--- config.mk ---
export PLATFORM = sky130hd
export DESIGN_NAME = onehot_encoder_pipe_flat
export DESIGN_NICKNAME = d
export VERILOG_FILES = /design/src/rtl/onehot_encoder_pipe_if.sv /design/src/rtl/onehot_encoder_pipe.sv /design/src/flat_wrapper.sv
export SDC_FILE = /design/constraint.sdc
export NUM_CORES = 1
export LEC_CHECK = 0
export CAP_MARGIN = 15
export CORE_ASPECT_RATIO = 1.4
export CORE_UTILIZATION = 38
export DETAILED_ROUTE_END_ITERATION = 8
export PLACE_DENSITY = 0.84
export SLEW_MARGIN = 20
export SYNTH_ARGS = -nofsm -noshare
export SYNTH_HDL_FRONTEND = slang
export SYNTH_SLANG_ARGS = --single-unit
--- constraint.sdc ---
create_clock -name clk -period 1.5 [get_ports clk]
set_input_delay 0.3 -clock clk [delete_from_list [all_inputs] [get_ports clk]]
set_output_delay 0.3 -clock clk [all_outputs]
set_load 0.02 [all_outputs]
--- src/rtl/onehot_encoder_pipe_if.sv ---
// Handshake bundle for onehot_encoder_pipe: one-hot input word stream in, encoded index stream out.
// Latency: n/a (wires only).
// Backpressure: in_ready gates the producer, out_ready gates the encoder output.
// Ports: code_in/in_valid/in_ready (input side), code_out/zero_out/multi_out/out_valid/out_ready
//        (output side), err_count (multi-hot statistics).
// slave = the encoder, master = whoever drives words in and takes results out.
interface onehot_encoder_pipe_if #(
    parameter int BITS = 3
);
    logic [(1 << BITS)-1:0] code_in;
    logic                   in_valid;
    logic                   in_ready;
    logic [BITS-1:0]        code_out;
    logic                   zero_out;
    logic                   multi_out;
    logic                   out_valid;
    logic                   out_ready;
    logic [7:0]             err_count;

    modport slave (
        input  code_in, in_valid, out_ready,
        output in_ready, code_out, zero_out, multi_out, out_valid, err_count
    );

    modport master (
        output code_in, in_valid, out_ready,
        input  in_ready, code_out, zero_out, multi_out, out_valid, err_count
    );
endinterface

--- src/rtl/onehot_encoder_pipe.sv ---
// One-hot to binary encoder (lowest set bit wins) behind a 2-entry skid buffer.
// Latency: 1 cycle from input transfer into an empty buffer to out_valid.
// Backpressure: in_ready is a register, low only when both entries are full; no out_ready->in_ready path.
// Ports: clk, rst (async, active high), bus (onehot_encoder_pipe_if.slave).
// Build option: define ONEHOT_ENCODER_MULTI_CHECK_EN to flag multi-hot words (multi_out) and count
// them in a saturating 8-bit err_count; otherwise both outputs are constant 0.
module onehot_encoder_pipe #(
    parameter int BITS = 3
) (
    input  logic                  clk,
    input  logic                  rst,
    onehot_encoder_pipe_if.slave  bus
);
    localparam int W = 1 << BITS;

    typedef struct packed {
        logic            multi;
        logic            zero;
        logic [BITS-1:0] code;
    } entry_t;

    typedef enum logic [1:0] {
        EMPTY,
        ONE,
        TWO
    } state_t;

    state_t state, state_nxt;
    entry_t head_q, tail_q, head_nxt, tail_nxt, in_enc;
    logic   in_ready_q;
    logic   out_valid_w;
    logic   in_xfer, out_xfer;

    // Words are encoded on entry so the buffer only stores the compact result.
    function automatic entry_t encode(input logic [W-1:0] x);
        entry_t e;
        e      = '0;
        e.zero = ~|x;
        // Scan downwards so the lowest set bit is the last one written.
        for (int i = W - 1; i >= 0; i--) begin
            if (x[i]) begin
                e.code = BITS'(i);
            end
        end
`ifdef ONEHOT_ENCODER_MULTI_CHECK_EN
        // Clearing the lowest set bit leaves something only if two or more were set.
        e.multi = |(x & (x - W'(1)));
`endif
        return e;
    endfunction

    assign in_enc      = encode(bus.code_in);
    assign out_valid_w = (state != EMPTY);
    assign in_xfer     = bus.in_valid & in_ready_q;
    assign out_xfer    = out_valid_w & bus.out_ready;

    always_comb begin
        state_nxt = state;
        head_nxt  = head_q;
        tail_nxt  = tail_q;
        case (state)
            EMPTY: begin
                if (in_xfer) begin
                    state_nxt = ONE;
                    head_nxt  = in_enc;
                end
            end
            ONE: begin
                case ({in_xfer, out_xfer})
                    2'b11: head_nxt = in_enc;
                    2'b10: begin
                        state_nxt = TWO;
                        tail_nxt  = in_enc;
                    end
                    2'b01: state_nxt = EMPTY;
                    default: ;
                endcase
            end
            TWO: begin
                // in_ready is low here, so in_valid cannot cause a transfer.
                if (out_xfer) begin
                    state_nxt = ONE;
                    head_nxt  = tail_q;
                end
            end
            default: state_nxt = EMPTY;
        endcase
    end

    always_ff @(posedge clk or posedge rst) begin
        if (rst) begin
            state      <= EMPTY;
            in_ready_q <= 1'b0;
            head_q     <= '0;
            tail_q     <= '0;
        end else begin
            state      <= state_nxt;
            // Registered from the next state so in_ready tracks "not full" without a comb path.
            in_ready_q <= (state_nxt != TWO);
            head_q     <= head_nxt;
            tail_q     <= tail_nxt;
        end
    end

    assign bus.in_ready  = in_ready_q;
    assign bus.out_valid = out_valid_w;
    assign bus.code_out  = head_q.code;
    assign bus.zero_out  = head_q.zero;
    // Constant 0 when multi checking is not built: encode() never sets the flag.
    assign bus.multi_out = head_q.multi;

`ifdef ONEHOT_ENCODER_MULTI_CHECK_EN
    logic [7:0] err_q;

    always_ff @(posedge clk or posedge rst) begin
        if (rst) begin
            err_q <= 8'd0;
        end else if (in_xfer && in_enc.multi && (err_q != 8'hFF)) begin
            err_q <= err_q + 8'd1;
        end
    end

    assign bus.err_count = err_q;
`else
    assign bus.err_count = 8'd0;
`endif

endmodule

--- src/flat_wrapper.sv ---
// flat-port wrapper written by rule: the top's interface ports become plain ports
module onehot_encoder_pipe_flat 
#(
    parameter int BITS = 3
)
  (clk, rst, bus_code_in, bus_in_valid, bus_out_ready, bus_in_ready, bus_code_out, bus_zero_out, bus_multi_out, bus_out_valid, bus_err_count);
  onehot_encoder_pipe_if #(.BITS(BITS)) bus_i ();
  input  logic clk;
  input  logic rst;
  input wire logic [$bits(bus_i.code_in)-1:0] bus_code_in;
  input wire logic [$bits(bus_i.in_valid)-1:0] bus_in_valid;
  input wire logic [$bits(bus_i.out_ready)-1:0] bus_out_ready;
  output wire logic [$bits(bus_i.in_ready)-1:0] bus_in_ready;
  output wire logic [$bits(bus_i.code_out)-1:0] bus_code_out;
  output wire logic [$bits(bus_i.zero_out)-1:0] bus_zero_out;
  output wire logic [$bits(bus_i.multi_out)-1:0] bus_multi_out;
  output wire logic [$bits(bus_i.out_valid)-1:0] bus_out_valid;
  output wire logic [$bits(bus_i.err_count)-1:0] bus_err_count;
  assign bus_i.code_in = bus_code_in;
  assign bus_i.in_valid = bus_in_valid;
  assign bus_i.out_ready = bus_out_ready;
  assign bus_in_ready = bus_i.in_ready;
  assign bus_code_out = bus_i.code_out;
  assign bus_zero_out = bus_i.zero_out;
  assign bus_multi_out = bus_i.multi_out;
  assign bus_out_valid = bus_i.out_valid;
  assign bus_err_count = bus_i.err_count;
  onehot_encoder_pipe #(.BITS(BITS)) u_core (.clk(clk), .rst(rst), .bus(bus_i));
endmodule
==> summary.md <==
| Metric | Value |
|---|---|
| Status | finished, final reports clean |
| CTS tree | yes |
| Count of boundary I/O pins | 27 |
| Crit-path max cell delay | between 0.5 and 0.6 ns |
| Later-pin clock latency in the skew report | between 0.2 and 0.3 ns |
| Antenna violations before repair | 0 |
| Clock buffer count from CTS | 3 |
| Cell family contributing the most delay on the critical path | simple AND/OR/NAND/NOR gates |
| Fmax achieved | approximately 0.67 GHz |
| Via count | 617 |
| Floorplan die area | between 2000 and 2500 um2 |
| Cell area after synthesis | just under 700 um2 |
| Internal reg-to-reg setup slack | 0.07 ns |
| DR vias/cell | 4.98 |
| Synth top area share | 39.6% |
| Layout cell share with drive strength beyond 1 | about two fifths |
| Number of nets at the end of the flow | around 120 |
| Ranking of synthesized cells by area | sky130_fd_sc_hd__dfrtp_1 40%, sky130_fd_sc_hd__buf_4 9.7%, sky130_fd_sc_hd__mux2_2 6.5% |
| Warnings, synthesis | 0 |
| Largest buffer count on any clock path | 2 |
| Uppermost layer routed | met4 |
| Power per cell area | around 1200 nW/um2 |
| List of most frequent post-synthesis cells | 11 x sky130_fd_sc_hd__dfrtp_1, 9 x sky130_fd_sc_hd__buf_4, 6 x sky130_fd_sc_hd__nor2_1 |
| Cell with the largest stage delay on the worst path | sky130_fd_sc_hd__or4_4 |
| First-pass GRT wire length | 2.44 mm |
| Effective utilization at floorplan | between 40% and 50% |
| Most prevalent standard cell on the critical path | sky130_fd_sc_hd__mux2_4 |
| Pin count of the biggest net entering global routing | 12 |
| Metal3 WL | slightly below 70 um |
| Met1 routed wirelength after detailed routing | roughly 630 um |
| Worst Skew | approximately 0.0067 ns |
| CTS root buf | sky130_fd_sc_hd__clkbuf_4 |
| Number of standard cells in the layout, taps in and fillers out | 124 |
| Cell Chain, Critical Path | clkdlybuf4s50_1 -> or4_4 -> nor2b_4 -> mux2_4 -> mux2_4 |
| Sequential-to-total area share from yosys stat | approximately 40% |
| Row Count | 17 |
| Grt ovf | 0 |
| Most repeated cell in the gate-level netlist after synthesis | sky130_fd_sc_hd__dfrtp_1 |
| Arrival time reported for the critical path endpoint | ~1.7 ns |
| Die Span Y | approximately 53 um |
| Number of DRC markers in iteration 0 | 13 |
| Overall die width | approximately 38 um |
| Remaining antenna violation count after routing | 0 |
| Crit path to | u_core.bus.code_out[2] |
| Routed len/inst | around 12 um |
| Max-slew violation count | 0 |
| Total of flip-flops plus latches after synthesis | 11 |
| Ant diodes | 0 |
| CP Data Required Time | 1.71 ns |
| Detailed Routing Iterations Pass 1 | 4 |
| Async SR Flop Fraction | between 90% and 100% |
| Vias in the first global route | 603 |
| GP Congestion | approximately 0.81 |
| R2R Path End | u_core.bus.zero_out |
| Mean instance size in the synthesized netlist | 9.94 um2 |
| CP Depth | 5 |
| VDD IR max | 686 uV |
| Critical path startpoint | bus_code_in[3] |
| Max-capacitance violation count | 0 |
| Cell count after synthesis | 70 |
| GR Util All Layers | between 10% and 20% |
| PortBufs | 17 |
| Max Fanout on Critical Path | 2 |
| Final hold violation count | 0 |
| Most used flip-flop cell after synthesis | sky130_fd_sc_hd__dfrtp_1 |
| Worst setup SP type | input port |
| R2R depth | 5 |
| Netlist cell types | 32 |
| Detailed Place HPWL | between 1 and 1.5 mm |
| Routed length on met2 | 800 um |
| Synthesis-to-finish area growth | 43.9% |
| Placeable core region | between 1500 and 2000 um2 |
| Cell type with the largest total area after synthesis | sky130_fd_sc_hd__dfrtp_1 |
| Minimum clock period after layout | about 1.5 ns |
| Crit Path Category | in2reg |
| Sort of element at the end of the critical path | register |
| Sum of buffers and inverters on the critical path | 1 |
| Worst min path class | in2async |
| Overall routed net length | about 1.5 mm |
| Leak pwr | 0.517 nW |
| Number of H-tree levels | 1 |
| Number of setup violations in the final report | 0 |
| Fin Setup TNS | 0 ns |
| RSZ-0062 raised after global routing | yes |
| Reg-to-Reg Start | u_core.state[1] |
| Post-synth EDFFs | 0 |
| Clock tree sinks | 11 |
| Placed cells | 120 |
| Final critical-path share of the clock period | ~99% |
| Clock transition at the registers of the reported paths | ~0.070 ns |
| Drc violations | 0 |
layout by cell type (no fill, tap or decap), types with 3 or more instances in the layout:
| cell | instances |
|---|---|
| sky130_fd_sc_hd__conb_1 | 9 |
| sky130_fd_sc_hd__buf_4 | 16 |
| sky130_fd_sc_hd__dlygate4sd2_1 | 6 |
| sky130_fd_sc_hd__inv_1 | 3 |
| sky130_fd_sc_hd__nor2_1 | 5 |
| sky130_fd_sc_hd__clkbuf_4 | 3 |
| sky130_fd_sc_hd__o21ai_0 | 3 |
| sky130_fd_sc_hd__clkdlybuf4s50_1 | 6 |
| sky130_fd_sc_hd__dfrtp_1 | 10 |
| sky130_fd_sc_hd__mux2_2 | 4 |
where the power goes:
group / internal [mW] / switching, mW / total (mW)
clock: 0.103 / 0.102 / 0.205
sequential: 0.384 / 0.0550 / 0.439
combinational: 0.293 / 0.278 / 0.571
total: 0.781 / 0.435 / 1.22
cells by family (layout without fill, tap and decap cells):
kind of cell / count (synthesis) / after routing / synth area share (%)
buffers and inverters: 13 / 40 / 11.9
multiplexers: 7 / 7 / 12.4
other: 1 / 9 / 0.539
AND/OR/NAND/NOR: 21 / 21 / 18.7
flip-flops: 11 / 11 / 39.6
AO/OA/AOI/OAI: 17 / 17 / 16.9
per-layer routing:
| metal | vias to the layer above | track usage [%] |
|---|---|---|
| met5 | - | 0 |
| met1 | 289 | 19.5 |
| met2 | 26 | 30.8 |
| met3 | 2 | 1.28 |
| met4 | 0 | 10.7 |
| li1 | 300 | - |
worst min-delay path by stage:
stage / startpoint / to / slack [ns] / cells after the start
5_1_grt: rst / u_core.state[1] / 0.36 / 2
3_3_place_gp: u_core.bus.zero_out / u_core.bus.zero_out / 0.47 / 1
4_1_cts: rst / u_core.tail_q[1] / 0.32 / 2
2_1_floorplan: rst / u_core.bus.code_out[0] / 0.15 / 1
3_5_place_dp: u_core.bus.zero_out / u_core.bus.zero_out / 0.48 / 1
6_report: rst / u_core.state[1] / 0.31 / 2
flip-flops by register name, indices dropped and copies added (netlist names):
signal / count
u_core.bus.in_ready: 1
u_core.state: 2
u_core.bus.zero_out: 1
u_core.tail_q: 4
u_core.bus.code_out: 3
cell type report:
| class | count | area (um2) |
|---|---|---|
| Clock buffer | 4 | 26.3 |
| Fill cell | 150 | 637 |
| Inverter | 3 | 11.3 |
| Multi-Input combinational cell | 54 | 393 |
| Sequential cell | 11 | 277 |
| Tap cell | 19 | 23.8 |
| Timing Repair Buffer | 33 | 270 |
through the flow:
stage / power, mW / hold slack, ns / utilization (%) / cell area, um2 / worst slack, ns
2_1_floorplan: 0.766 / 0.152 / - / 727 / -0.0604
3_3_place_gp: 1.01 / 0.471 / 59.2 / 970 / -0.511
3_5_place_dp: 1.02 / 0.477 / 59.2 / 970 / -0.523
4_1_cts: 1.21 / 0.320 / 60.6 / 992 / 0.00271
5_1_grt: 1.29 / 0.358 / 61.1 / 1000 / -0.0131
6_report: 1.22 / 0.307 / 61.1 / 1000 / 0.0113
what timing repair did:
action,CTS,global route
resized for setup,19,8
hold buffers,0,0
pin swaps,3,4
setup endpoints to repair,10,5
gates cloned,0,0
buffers inserted,0,0
Note: power is estimated with default switching activity, not from simulation.
